### config.mk
export PLATFORM = sky130hd
export DESIGN_NAME = btn_event_arbiter
export DESIGN_NICKNAME = d
export VERILOG_FILES = /design/src/rtl/btn_event_arbiter.sv
export SDC_FILE = /design/constraint.sdc
export NUM_CORES = 1
export LEC_CHECK = 0
export ABC_AREA = 1
export BUFFER_PORTS_ARGS = -buffer_cell sky130_fd_sc_hd__buf_2
export CAP_MARGIN = 40
export CORE_ASPECT_RATIO = 1.25
export CORE_MARGIN = 2
export CORE_UTILIZATION = 24
export DETAILED_ROUTE_END_ITERATION = 10
export GPL_TIMING_DRIVEN = 0
export HOLD_SLACK_MARGIN = 0.12
export PLACE_DENSITY = 0.44
export SLEW_MARGIN = 10
export SYNTH_ARGS = -nofsm -noshare
export SYNTH_HDL_FRONTEND = slang
export SYNTH_SLANG_ARGS = --single-unit
### constraint.sdc
create_clock -name clk -period 5.6 [get_ports clk]
set_input_delay 0.56 -clock clk [delete_from_list [all_inputs] [get_ports clk]]
set_output_delay 0.56 -clock clk [all_outputs]
set_load 0.02 [all_outputs]
### src/rtl/btn_event_arbiter.sv
// Button event arbiter: per-button pending bits, round-robin grant into a small event FIFO.
// Optional saturating drop counter output enabled by defining BTN_ARB_DROP_CNT_EN.
module btn_event_arbiter #(
  parameter int unsigned NUM_BTN    = 4,
  parameter int unsigned FIFO_DEPTH = 4
) (
  input  logic                       clk,
  input  logic                       reset_n,
  input  logic [NUM_BTN-1:0]         req_i,
  input  logic                       flush_i,
  output logic                       evt_valid,
  output logic [$clog2(NUM_BTN)-1:0] evt_id,
  input  logic                       evt_ready,
  output logic                       busy,
  output logic                       drop_o
`ifdef BTN_ARB_DROP_CNT_EN
  ,
  output logic [7:0]                 drop_cnt
`endif
);

  localparam int unsigned IdW  = $clog2(NUM_BTN);
  localparam int unsigned PtrW = $clog2(FIFO_DEPTH);
  localparam int unsigned CntW = PtrW + 1;

  logic [NUM_BTN-1:0] pending_q, pending_d;
  logic [IdW-1:0]     rr_q, rr_d;
  logic [PtrW-1:0]    wr_ptr_q, wr_ptr_d;
  logic [PtrW-1:0]    rd_ptr_q, rd_ptr_d;
  logic [CntW-1:0]    count_q, count_d;
  logic               drop_q, drop_d;
  logic [IdW-1:0]     evt_id_q, evt_id_d;
  logic [IdW-1:0]     mem_q [FIFO_DEPTH];

  logic               full;
  logic               pop;
  logic               grant_vld;
  logic [IdW-1:0]     grant_idx;
  logic [IdW-1:0]     scan_idx;
  logic [NUM_BTN-1:0] grant_oh;

  assign full      = (count_q == CntW'(FIFO_DEPTH));
  assign evt_valid = (count_q != '0);
  assign pop       = evt_valid & evt_ready;
  assign evt_id    = evt_id_q;
  assign drop_o    = drop_q;
  assign busy      = (|pending_q) | (count_q != '0);
  assign grant_oh  = grant_vld ? (NUM_BTN'(1) << grant_idx) : '0;

  // Round-robin search starting one past the last granted button.
  always_comb begin
    grant_vld = 1'b0;
    grant_idx = '0;
    scan_idx  = '0;
    for (int unsigned k = 1; k <= NUM_BTN; k++) begin
      scan_idx = IdW'((32'(rr_q) + k) % NUM_BTN);
      if (!grant_vld && !full && pending_q[scan_idx]) begin
        grant_vld = 1'b1;
        grant_idx = scan_idx;
      end
    end
  end

  // Next-state for pending bits, queue pointers, head register and drop pulse.
  always_comb begin
    pending_d = (pending_q & ~grant_oh) | req_i;
    drop_d    = |(req_i & pending_q & ~grant_oh);
    rr_d      = grant_vld ? grant_idx : rr_q;
    wr_ptr_d  = grant_vld ? wr_ptr_q + 1'b1 : wr_ptr_q;
    rd_ptr_d  = pop ? rd_ptr_q + 1'b1 : rd_ptr_q;
    count_d   = count_q + CntW'(grant_vld) - CntW'(pop);
    // New entry becomes head when it lands exactly at the next read slot.
    if (count_d == '0) begin
      evt_id_d = evt_id_q;
    end else if (grant_vld && (rd_ptr_d == wr_ptr_q)) begin
      evt_id_d = grant_idx;
    end else begin
      evt_id_d = mem_q[rd_ptr_d];
    end
    if (flush_i) begin
      pending_d = '0;
      drop_d    = 1'b0;
      rr_d      = rr_q;
      wr_ptr_d  = '0;
      rd_ptr_d  = '0;
      count_d   = '0;
      evt_id_d  = '0;
    end
  end

  // Control state registers.
  always_ff @(posedge clk or negedge reset_n) begin
    if (!reset_n) begin
      pending_q <= '0;
      rr_q      <= IdW'(NUM_BTN - 1);
      wr_ptr_q  <= '0;
      rd_ptr_q  <= '0;
      count_q   <= '0;
      drop_q    <= 1'b0;
      evt_id_q  <= '0;
    end else begin
      pending_q <= pending_d;
      rr_q      <= rr_d;
      wr_ptr_q  <= wr_ptr_d;
      rd_ptr_q  <= rd_ptr_d;
      count_q   <= count_d;
      drop_q    <= drop_d;
      evt_id_q  <= evt_id_d;
    end
  end

  // Queue storage; contents are only meaningful between the pointers, so no reset.
  always_ff @(posedge clk) begin
    if (grant_vld && !flush_i) begin
      mem_q[wr_ptr_q] <= grant_idx;
    end
  end

`ifdef BTN_ARB_DROP_CNT_EN
  logic [7:0] drop_cnt_q, drop_cnt_d;

  assign drop_cnt = drop_cnt_q;

  // Saturating count of discarded presses, tracking drop_o.
  always_comb begin
    drop_cnt_d = drop_cnt_q;
    if (flush_i) begin
      drop_cnt_d = '0;
    end else if (drop_d && (drop_cnt_q != 8'hFF)) begin
      drop_cnt_d = drop_cnt_q + 8'd1;
    end
  end

  // Drop counter register.
  always_ff @(posedge clk or negedge reset_n) begin
    if (!reset_n) begin
      drop_cnt_q <= '0;
    end else begin
      drop_cnt_q <= drop_cnt_d;
    end
  end
`endif

endmodule
==> metrics.yaml <==
global_routing:
  antenna_found_initial: 0
  grt_pass1_vias: 1185
  grt_pass1_wl_mm: 5.58
  gr-usage-all-layers: 0.105
  grt_max_degree: 17
  grt-ovfl-total: 0
cts:
  cts_resized: 0
  cts_tree: "yes"
  holdBufCountCts: 0
  postCtsSetupBuffers: 0
  path_clk_slew_ps: 80
  cts_buffers: 3
  clock_latency_ps: 260
  root_buffer: "clkbuf_8"
  clockBufferDepth: 2
  clkSinkCount: 24
  cts_htree_levels: 1
sta:
  finalSetupTns_ps: 0
  max_freq_mhz: 304
  min_period_ps: 3290
  finalCritPeriodShare: 0.587
  finalSetupViolCount: 0
  slew_violations: 0
  hold_viol: 0
  worst_clock_skew_ps: 7.50
  relSlewSlack: 0.691
  tightest_slew_ps: 463
  rsz0062_at_grt: "no"
detailed_routing:
  ant_nets: 0
  vias: 1232
  drcViolationCount: 0
  wirelength_mm: 3.28
  wl_per_cell_um: 10.9
  vias_per_cell: 4.08
  first_iter_violations: 35
  first_pass_iters: 3
status:
  status: "finished, final reports clean"
placed_design:
  port_buffers: 12
  dp_cells: 298
  routabilityCongestion: 0.719
  dpl.hpwl_mm: 2.66
run:
  maxCapViolCount: 0
worst_setup_path:
  arrival_ps: 3450
  cp-end-kind: "register"
  critPathKind: "reg2reg"
  cp_data_required_time_ps: 5760
  startpoint_type: "register"
  critPathMaxFanout: 10
final_layout:
  diodes: 0
  fill_cells: 683
  syn_to_final_growth_pct: 14.3
  nNetsFinal: 233
  multi_input_area_um2: 768
  seqCellArea_um2: 643
  drive_gt1_frac: 0.180
  final_cells: 302
floorplan:
  core.rowCount: 32
  dieHeight_um: 93.7
  start_util: 0.249
  dieArea_um2: 7100
  die_w_um: 75.8
  core_area_um2: 6210
  io_pins: 13
pwr:
  peakVddDrop_uv: 217
  leakage_nw: 0.876
  p_per_area_nw_per_um2: 645
synth:
  syn_inst: 201
  synth_top_area_cell: "dfrtp_1"
  synth_top_cells_by_count: "nand2_1 (57), inv_1 (29), nor2_1 (22), nand3_1 (16), dfrtp_1 (14)"
  synth-main-ff-cell: "dfrtp_1"
  synth_cell_types: 32
  avgSynthCellArea_um2: 7.69
  ys_seq_area_frac: 0.416
  syn_nets: 216
  ys_ff_latch: 24
  netlist_area_um2: 1550
  synthArstFlopShare: 0.667
  yosysTopAreaCellShare: 0.227
  ys.warnings.count: 0
  synthTopCellsByArea: "dfrtp_1 (23%), edfxtp_1 (16%), nand2_1 (14%), inv_1 (7.0%), nor2_1 (5.3%)"
  synth.most_common_cell: "nand2_1"
  synth_edf_count: 8
worst_hold_path:
  hold_path.class: "in2async"
[path summary, 6_finish.rpt]
check | from | end | slack, ps | depth (start not counted)
worst max-delay path | rr_q[0] | evt_id[1] | 2310 | 19
worst min-delay path | reset_n | pending_q[0] | 200 | 1
worst max register to register | rr_q[0] | evt_id[1] | 2310 | 19
worst min register to register | evt_id[1] | evt_id[1] | 490 | 2
max in group asynchronous | reset_n | rr_q[1] | 5090 | 1
min in group clk | evt_id[1] | evt_id[1] | 490 | 2
[cell usage in the layout (no fill, tap or decap), types with 3 or more instances in the layout]
cell and n:
nand2_1 57, inv_1 29, nor2_1 22, nand3_1 16, dfrtp_1 14, buf_2 12, nand2_2 8, edfxtp_1 8
ha_1 6, o21ai_0 5, a21oi_1 4, clkbuf_8 4, nor2_2 3, xor2_1 3
[through the flow]
| stage | util | total power, mW | instance area, um2 | hold WS [ps] | setup slack (ps) |
|---|---|---|---|---|---|
| detailed placement | 0.276 | 1.04 | 1710 | 475 | 2290 |
| finish | 0.285 | 1.14 | 1770 | 198 | 2310 |
| global route | 0.285 | 1.28 | 1770 | 224 | 1980 |
| global placement | 0.276 | 1.04 | 1710 | 467 | 2260 |
| floorplan | - | 0.867 | 1550 | 264 | 2660 |
| CTS | 0.285 | 1.16 | 1770 | 203 | 2260 |
[power by group]
group / leakage [nW] / internal [mW] / switching (mW)
Combinational: 0.572 / 0.234 / 0.489
Clock: 0.0288 / 0.0627 / 0.0518
Sequential: 0.276 / 0.265 / 0.0370
Total: 0.876 / 0.561 / 0.578
[sequential cells by signal (all words and copies together) (netlist names)]
name	count
mem_q	8
rr_q	2
drop_o	1
count_q	3
pending_q	4
evt_id	2
rd_ptr_q	2
wr_ptr_q	2
[final cells by class]
type | count | share of cell area
buffer | 2 | 0.00637
multi-input combinational | 143 | 0.435
timing repair buffer | 12 | 0.0340
sequential | 24 | 0.364
inverter | 32 | 0.0694
tap | 85 | 0.0602
clock buffer | 4 | 0.0312
[worst max-delay path, cell delays in order, from the launching register on]
cell and delay, ps:
dfstp_2 520, buf_4 170, inv_4 60, nand2_1 70
nand3_1 90, nand2_1 180, nand4_4 170, o21ai_4 300
inv_1 100, ha_1 300, inv_1 60, ha_1 130
inv_1 50, fa_1 370, xor2_1 220, nand4_1 100
inv_1 110, nor2_1 60, nand3_1 90, nand2_1 50
[routing by layer]
| metal | track usage | up-vias | routed length (um) |
|---|---|---|---|
| met1 | 0.125 | 558 | 1470 |
| met3 | 0.0150 | 4 | 80 |
| met2 | 0.187 | 11 | 1680 |
| met4 | 0.0351 | 0 | 42 |
| met5 | 0 | - | 0 |
| li1 | - | 659 | - |
[cell families after synthesis]
| group | after synthesis | synth area share |
|---|---|---|
| compound gates | 17 | 0.0713 |
| xor+xnor | 5 | 0.0283 |
| fa+ha+maj | 7 | 0.0615 |
| buf+inv | 34 | 0.0866 |
| flops | 24 | 0.416 |
| simple gates | 114 | 0.336 |
(Power assumes the default switching activity.)
